File: src/rtl/dyna_pkg.sv
// Shared Dynamixel Protocol 1.0 constants and the packet transmitter state type.
package dyna_pkg;

    localparam logic [7:0] DYNA_HEADER = 8'hFF;
    localparam logic [7:0] INSTR_PING  = 8'h01;
    localparam logic [7:0] INSTR_READ  = 8'h02;
    localparam logic [7:0] INSTR_WRITE = 8'h03;

    typedef enum logic [1:0] {
        ST_IDLE,
        ST_SEND,
        ST_TURN
    } dyna_state_e;

endpackage

File: src/rtl/uart_tx_byte.sv
// 8N1 byte serializer; ready is also high in the last stop-bit cycle so a new
// byte can be loaded back-to-back with no idle gap on the line.
module uart_tx_byte #(
    parameter int unsigned CLKS_PER_BIT = 50
) (
    input  logic       clk,
    input  logic       reset_n,
    input  logic       load,
    input  logic [7:0] data,
    output logic       ready,
    output logic       tx
);

    localparam int unsigned CW = $clog2(CLKS_PER_BIT + 1);

    logic          active_q, active_d;
    logic [3:0]    bit_q, bit_d;
    logic [CW-1:0] cnt_q, cnt_d;
    logic [8:0]    shift_q, shift_d;
    logic          tx_q, tx_d;
    logic          bit_end;

    always_comb begin
        bit_end  = (cnt_q == CW'(CLKS_PER_BIT - 1));
        ready    = !active_q || (bit_q == 4'd9 && bit_end);
        active_d = active_q;
        bit_d    = bit_q;
        cnt_d    = cnt_q;
        shift_d  = shift_q;
        tx_d     = tx_q;
        if (load && ready) begin
            active_d = 1'b1;
            bit_d    = '0;
            cnt_d    = '0;
            tx_d     = 1'b0;
            shift_d  = {1'b1, data};
        end else if (active_q) begin
            if (bit_end) begin
                cnt_d = '0;
                if (bit_q == 4'd9) begin
                    active_d = 1'b0;
                    tx_d     = 1'b1;
                end else begin
                    bit_d   = bit_q + 4'd1;
                    tx_d    = shift_q[0];
                    shift_d = {1'b1, shift_q[8:1]};
                end
            end else begin
                cnt_d = cnt_q + CW'(1);
            end
        end
    end

    always_ff @(posedge clk or negedge reset_n) begin
        if (!reset_n) begin
            active_q <= 1'b0;
            bit_q    <= '0;
            cnt_q    <= '0;
            shift_q  <= '1;
            tx_q     <= 1'b1;
        end else begin
            active_q <= active_d;
            bit_q    <= bit_d;
            cnt_q    <= cnt_d;
            shift_q  <= shift_d;
            tx_q     <= tx_d;
        end
    end

    assign tx = tx_q;

endmodule

File: src/rtl/dyna_packet_tx.sv
// Dynamixel Protocol 1.0 packet transmitter: header, ID, LEN, INSTR, params,
// checksum over a half-duplex UART, followed by one bit-time of bus turnaround.
module dyna_packet_tx
    import dyna_pkg::*;
#(
    parameter int unsigned CLKS_PER_BIT = 50,
    parameter int unsigned MAX_PARAMS   = 4
) (
    input  logic                       clk,
    input  logic                       reset_n,
    input  logic                       start,
    input  logic [7:0]                 id,
    input  logic [7:0]                 instr,
    input  logic [2:0]                 nparam,
    input  logic [MAX_PARAMS-1:0][7:0] params,
    output logic                       tx,
    output logic                       tx_en,
    output logic                       busy,
    output logic                       done
);

    localparam int unsigned CW = $clog2(CLKS_PER_BIT + 1);

    dyna_state_e               state_q, state_d;
    logic [3:0]                idx_q, idx_d;
    logic [CW-1:0]             cnt_q, cnt_d;
    logic [7:0]                id_q, id_d, instr_q, instr_d, chk_q, chk_d;
    logic [2:0]                n_q, n_d;
    logic [MAX_PARAMS-1:0][7:0] params_q, params_d;
    logic                      busy_q, busy_d, tx_en_q, tx_en_d, done_q, done_d;

    logic [2:0] n_in;
    logic [7:0] sum, nxt_byte, load_data;
    logic [3:0] nxt_idx, last_idx;
    logic       load, ready;

    always_comb begin
        n_in = (nparam > 3'(MAX_PARAMS)) ? 3'(MAX_PARAMS) : nparam;
        sum  = id + instr + {5'd0, n_in} + 8'd2;
        for (int unsigned i = 0; i < MAX_PARAMS; i++)
            if (i < 32'(n_in)) sum = sum + params[i];

        // Byte for the next index; checksum overrides the param slot it may alias.
        last_idx = {1'b0, n_q} + 4'd5;
        nxt_idx  = idx_q + 4'd1;
        nxt_byte = DYNA_HEADER;
        for (int unsigned i = 0; i < MAX_PARAMS; i++)
            if (nxt_idx == 4'(i + 5)) nxt_byte = params_q[i];
        if (nxt_idx == 4'd2)      nxt_byte = id_q;
        else if (nxt_idx == 4'd3) nxt_byte = {5'd0, n_q} + 8'd2;
        else if (nxt_idx == 4'd4) nxt_byte = instr_q;
        if (nxt_idx == last_idx)  nxt_byte = chk_q;

        state_d   = state_q;
        idx_d     = idx_q;
        cnt_d     = cnt_q;
        id_d      = id_q;
        instr_d   = instr_q;
        chk_d     = chk_q;
        n_d       = n_q;
        params_d  = params_q;
        busy_d    = busy_q;
        tx_en_d   = tx_en_q;
        done_d    = 1'b0;
        load      = 1'b0;
        load_data = DYNA_HEADER;

        case (state_q)
            ST_IDLE: if (start) begin
                state_d  = ST_SEND;
                idx_d    = '0;
                id_d     = id;
                instr_d  = instr;
                n_d      = n_in;
                params_d = params;
                chk_d    = ~sum;
                busy_d   = 1'b1;
                tx_en_d  = 1'b1;
                load     = 1'b1;
            end
            ST_SEND: if (ready) begin
                if (idx_q == last_idx) begin
                    state_d = ST_TURN;
                    cnt_d   = '0;
                end else begin
                    idx_d     = nxt_idx;
                    load      = 1'b1;
                    load_data = nxt_byte;
                end
            end
            ST_TURN: begin
                if (cnt_q == CW'(CLKS_PER_BIT - 1)) begin
                    state_d = ST_IDLE;
                    busy_d  = 1'b0;
                    tx_en_d = 1'b0;
                    done_d  = 1'b1;
                end else begin
                    cnt_d = cnt_q + CW'(1);
                end
            end
            default: state_d = ST_IDLE;
        endcase
    end

    always_ff @(posedge clk or negedge reset_n) begin
        if (!reset_n) begin
            state_q  <= ST_IDLE;
            idx_q    <= '0;
            cnt_q    <= '0;
            id_q     <= '0;
            instr_q  <= '0;
            chk_q    <= '0;
            n_q      <= '0;
            params_q <= '0;
            busy_q   <= 1'b0;
            tx_en_q  <= 1'b0;
            done_q   <= 1'b0;
        end else begin
            state_q  <= state_d;
            idx_q    <= idx_d;
            cnt_q    <= cnt_d;
            id_q     <= id_d;
            instr_q  <= instr_d;
            chk_q    <= chk_d;
            n_q      <= n_d;
            params_q <= params_d;
            busy_q   <= busy_d;
            tx_en_q  <= tx_en_d;
            done_q   <= done_d;
        end
    end

    uart_tx_byte #(
        .CLKS_PER_BIT(CLKS_PER_BIT)
    ) u_uart (
        .clk    (clk),
        .reset_n(reset_n),
        .load   (load),
        .data   (load_data),
        .ready  (ready),
        .tx     (tx)
    );

    assign busy  = busy_q;
    assign tx_en = tx_en_q;
    assign done  = done_q;

endmodule

File: config.mk
export PLATFORM = sky130hd
export DESIGN_NAME = dyna_packet_tx
export DESIGN_NICKNAME = d
export VERILOG_FILES = /design/src/rtl/dyna_pkg.sv /design/src/rtl/uart_tx_byte.sv /design/src/rtl/dyna_packet_tx.sv
export SDC_FILE = /design/constraint.sdc
export NUM_CORES = 1
export LEC_CHECK = 0
export BUFFER_PORTS_ARGS = -buffer_cell sky130_fd_sc_hd__clkbuf_2
export CORE_AREA = 2 2 156 158
export DETAILED_ROUTE_END_ITERATION = 7
export DIE_AREA = 0 0 158 160
export GPL_TIMING_DRIVEN = 0
export PLACE_DENSITY = 0.44
export RECOVER_POWER = 25
export SYNTH_ARGS = -nofsm -noshare
export SYNTH_HDL_FRONTEND = slang
export SYNTH_SLANG_ARGS = --single-unit
File: constraint.sdc
create_clock -name clk -period 2.89 [get_ports clk]
set_input_delay 0.289 -clock clk [delete_from_list [all_inputs] [get_ports clk]]
set_output_delay 0.289 -clock clk [all_outputs]
set_load 0.005 [all_outputs]
[Word level (Yosys, flattened, before mapping)]
Index checks and enable logic that the tools add are counted.
Cells by class
  bitwise gates (word level): 1
  reductions and logical operators: 17
  magnitude comparators: 5
  equality and inequality tests: 21
  multiplexer cells: 57
  $add $sub $neg: 13
Operators by type and width (number)
  $mux W8: 15
  $add A8 B8 Y8: 5
  $mux W6: 6
  $mux W9: 4
  $mux W4: 7
  $eq A4 B3 Y1 const B: 4
  $mux W1: 15
  $ne A2 B2 Y1 const B: 7
  $add A6 B1 Y6 const B: 2
  $eq A6 B6 Y1 const B: 2
  $pmux W6 S2: 1
  $reduce_and A4 Y1: 3
  $reduce_bool A2 Y1: 5
  $add A4 B1 Y4 const B: 2
  $add A8 B2 Y8 const B: 1
  $add A8 B3 Y8: 1
  $eq A4 B2 Y1 const B: 2
  $eq A4 B4 Y1: 2
  $eq A4 B4 Y1 const B: 2
  $mux W2: 4
  $not A8 Y8: 1
  $pmux W4 S2: 1
  $lt A1 B3 Y1 const A: 2
  $lt A2 B3 Y1 const A: 2
  14 further kinds: 18
Storage, ports and cells
  bits of input ports: 54
  output and inout port bits: 4
  bits in registers: 94
  logic and storage cells: 132

[Logic depth before layout (Yosys ltp)]
  depth in word-level cells: 14
  depth in mapped cells: 32

[Modules after synthesis]
Synthesis repeated with hierarchy kept, for this count alone.
Unflattened totals
  cells, all modules: 777
  area, all modules: 6685.2 µm²
Modules (own cells, without submodules)
  dyna_packet_tx: cells an instance 682, instances 1, area each 5631.7 µm², sequential area each 1826.8 µm²
  uart_tx_byte: cells an instance 95, instances 1, area each 1053.5 µm², sequential area each 511.7 µm²

[Least setup slack after synthesis]
No wires, ideal clock.
  kind: in2reg
  start point: input port nparam[0]
  end point: register chk_q[7]
  setup slack: -3.245 ns
  data arrival time: 6.014 ns
  cell stages on the path: 31
  cells stage by stage: clkbuf_1 > nor2b_1 > fa_1 > inv_1 > fa_1 > inv_1 > fa_1 > a21o_1 > a21oi_1 > xnor2_1 > nand2_1 > nand2_1 > ha_1 > and3_1 > a221oi_1 > xnor2_1 > o21ai_0 > o211ai_1 > ha_1 > o21a_1 > or3_1 > nand3_1 > o311ai_0 > ha_1 > o21ai_0 > nand2b_1 > o31ai_1 > xnor3_1 > nor2b_1 > a211o_1 > a22o_1
On the way
  longest elaborated chain between the ends: 13
  elaborated cells on any way between the ends: 17
  classes of those cells: 6 x add/sub; 5 x order compare; 5 x mux; 1 x bitwise
RTL lines
  from (decl): RTL line dyna_packet_tx.sv:14  | input logic [2:0] nparam,
  $gt A3 B3 Y1: RTL line dyna_packet_tx.sv:38  | n_in = (nparam > 3'(MAX_PARAMS)) ? 3'(MAX_PARAMS) : nparam;
  $mux W3 *: RTL line dyna_packet_tx.sv:38
  via n_in[0]: RTL line dyna_packet_tx.sv:32  | logic [2:0] n_in;
  $add A8 B3 Y8: RTL line dyna_packet_tx.sv:39  | sum = id + instr + {5'd0, n_in} + 8'd2;
  $add A8 B2 Y8: RTL line dyna_packet_tx.sv:39
  $add A8 B8 Y8: RTL line dyna_packet_tx.sv:41  | if (i < 32'(n_in)) sum = sum + params[i];
  $mux W8: RTL line dyna_packet_tx.sv:41
  $add A8 B8 Y8: RTL line dyna_packet_tx.sv:41
  $mux W8: RTL line dyna_packet_tx.sv:41
  $add A8 B8 Y8: RTL line dyna_packet_tx.sv:41
  $mux W8: RTL line dyna_packet_tx.sv:41
  $add A8 B8 Y8: RTL line dyna_packet_tx.sv:41
  $mux W8 *: RTL line dyna_packet_tx.sv:41
  $not A8 Y8 *: RTL line dyna_packet_tx.sv:76  | chk_d = ~sum;
  to (signal assigned): RTL line dyna_packet_tx.sv:124  | chk_q <= chk_d;
  to (decl): RTL line dyna_packet_tx.sv:27  | logic [7:0] id_q, id_d, instr_q, instr_d, chk_q, chk_d;
The timed path passes the listed nets; every way through them passes the cells marked *.
A chain may end at the register's enable or synchronous reset.

[Worst setup path in the final report]
  start point: input port nparam[2]
  end point: register chk_q[7]
The elaborated chain is that of the path after synthesis.

==> impl_metrics.tcl <==
set metrics [dict create \
    outcome "finished with violations" \
    violations "max-capacitance violations, max-slew violations, negative setup slack" \
    met3WireLength_um 477 \
    ys.flop_type "dfrtp_1" \
    cts_buffers 9 \
    post-route-period-util_pct 207 \
    critical_path_buf_inv_count 3 \
    layout-drive-gt1-share_pct 24.0 \
    start_util_pct 27.2 \
    slew_headroom_pct -48.9 \
    final_cell_mix "nand2_1 (191), dfrtp_1 (84), clkbuf_2 (55), o21ai_0 (41), nor2_1 (39)" \
    area_growth_pct 28.9 \
    grt_first_pass_wirelength_mm 32.7 \
    cp.required_ns 3.13 \
    vias 5736 \
    core-area_sq_um 23800 \
    wl_per_cell_um 16.9 \
    cp.arrival_ns 6.22 \
    yosysTopAreaCell "dfrtp_1" \
    die_h_um 160 \
    highest_layer "met4" \
    cts_sinks 93 \
    rsz0062_at_grt "true" \
    yosys-top-cells-area "dfrtp_1 (32%), nand2_1 (11%), ha_1 (10%), o21ai_0 (4.4%), dfstp_2 (3.6%)" \
    grt_max_degree 56 \
    grt_usage_pct 17.0 \
    hold_violations 0 \
    clk_pin_slew_ns 0.07 \
    cts_tree "yes" \
    async_reset_ff_share_pct 100 \
    placed_area_sq_um 7430 \
    min_period_ns 5.97 \
    via_per_inst 4.75 \
    wirelength_mm 20.4 \
    synth_edf_count 0 \
    drc 0 \
    wl_met1_mm 9.44 \
    worstSetupStartpointType "primary input" \
    die_x_um 158 \
    ios 58 \
    final_antenna_net_count 0 \
    synth_top_area_share_pct 32.4 \
    io_buffers 57 \
    grt_pass1_vias 5892 \
    p_leak_uw 0.00396 \
    ir_drop_mv 0.367 \
    cp_top_family "adder cells" \
    row_count 57 \
    netlist_instances 775 \
    routed-wl-met2_mm 10.0 \
    syn_area_sq_um 6480 \
    place.gp.congestion 0.846 \
    first_iter_violations 306 \
    maxSlewViolCount 40 \
    ctsRootBufferMaster "clkbuf_16" \
    endpoint_kind "register" \
    final_nets 993 \
    setup_ws_ns -3.08 \
    fin_hold_ws_ns 0.144 \
    clk_path_buf_depth 2 \
    cap_violations 1 \
    grt_overflow 0 \
    syn_nets 888 \
    pwr_density_cell_nw_per_um2 716 \
    critPathKind "primary input to register" \
    worst_pin_slew_ns 2.23 \
    crit_top_cell "ha_4" \
    clock.fmax_mhz 167 \
    setup_viol 8 \
    htree_levels 3 \
    synth_area_per_cell_sq_um 8.36 \
    netlist-cell-type-count 62 \
    utilization_pct 35.1 \
    worst_path_max_delay_cell "fa_1" \
    cpPeakStageDelay_ns 0.48 \
    antenna_found_initial 0 \
    synth-seq-area-share_pct 36.1 \
    diodes 0 \
    yosys_register_bits 93 \
    clock_latency_ns 0.36 \
    worstHoldPathType "primary input to register" \
    dr.pass1.iters 5 \
    layout_commonest_cell "nand2_1" \
    yosysWarnings 0 \
    dieArea_sq_um 25300 \
    stdcell_area_sq_um 8350 \
    fin_skew_ns 0.0102 \
    cp_max_fo 5 \
    dp_hpwl_mm 15.8 \
]
[cells by family after synthesis]
logic type,synth area share (%)
buf+inv,3.98
xor+xnor,4.48
flops,36.1
simple gates,21.9
fa+ha+maj,12.2
compound gates,18.0
mux,3.32
[final timing paths]
path	start	end	slack [ns]	depth (start not counted)
hold reg to reg	params_q[1]	params_q[1]	0.48	2
min in group asynchronous	reset_n	u_uart.cnt_q[3]	1.14	2
max in group asynchronous	reset_n	params_q[24]	0.32	3
hold / removal	instr[6]	instr_q[6]	0.14	3
setup / recovery	nparam[2]	chk_q[7]	-3.08	32
setup reg to reg	idx_q[1]	u_uart.shift_q[4]	0.24	10
[cell type report]
class                      instances  area [sq um]
tap                              324           405
inverter                          33           124
clock inverter                     4          48.8
multi-input combinational        615          4390
buffer                            33           178
timing repair buffer              95           627
fill                            2543         15500
clock buffer                      11           243
sequential                        93          2340
[worst reg2reg max path: cells and delay by family, from the launching register on]
family	cells	cell delay [ns]
compound gates	5	0.82
buf+inv	2	0.49
flops	1	0.47
simple gates	1	0.28
mux	1	0.27
fa+ha+maj	1	0.24
[registers in the layout, indices dropped and copies added (netlist names), 2 cells and up]
signal          flops
n_q                 3
instr_q             8
chk_q               8
state_q             2
cnt_q               6
id_q                8
idx_q               4
u_uart.cnt_q        6
params_q           32
u_uart.shift_q      8
u_uart.bit_q        4
[power by group]
group / total, uW / leakage [uW] / switching, uW / internal, uW
Clock: 1200 / 0.000145 / 516 / 689
Combinational: 3480 / 0.00262 / 1620 / 1850
Sequential: 1300 / 0.00120 / 0.000266 / 1300
Total: 5980 / 0.00396 / 2140 / 3840
[cell usage after synthesis (all sizes together) (3+ instances only)]
cell type  instances
a21boi             5
a21o              11
a21oi             37
a221oi             3
a22o               4
a31oi              5
and2               4
and3               8
buf                5
clkbuf            29
dfrtp             84
dfstp              9
fa                 7
ha                52
inv               32
mux2              12
mux2i              8
nand2            195
nand2b             9
nand3             13
nand3b             3
nand4              6
nor2              40
nor2b             17
nor3              10
o211ai             9
o21a               6
o21ai             58
o221ai             6
o22ai             18
o31ai              8
or3                7
xnor2             17
xor2              11
[layer usage]
metal / GRT usage, % / vias up
met1: 22.5 / 2711
met5: 0 / -
li1: - / 2912
met4: 4.79 / 0
met2: 28.9 / 91
met3: 2.47 / 22
[timing repair]
item / 4_1_cts / 5_1_grt
hold buffers: 1 / 0
endpoints found under the hold margin: 31 / 0
setup endpoints to repair: 8 / 24
resized for setup: 55 / 28
buffers inserted: 32 / 4
pin swaps: 38 / 15
[per-stage QoR]
stage	total power (uW)	instances	TNS (ns)	setup WS [ns]
final	5980	1208	-15.56	-3.08
after global routing	6400	1208	-26.96	-3.40
after CTS	5850	1205	-15.84	-3.11
after detailed placement	3810	1157	-21.42	-4.04
after global placement	3800	1156	-21.32	-4.02
after floorplan	3210	775	-14.14	-2.97
Power figures use the tool's default switching activity.
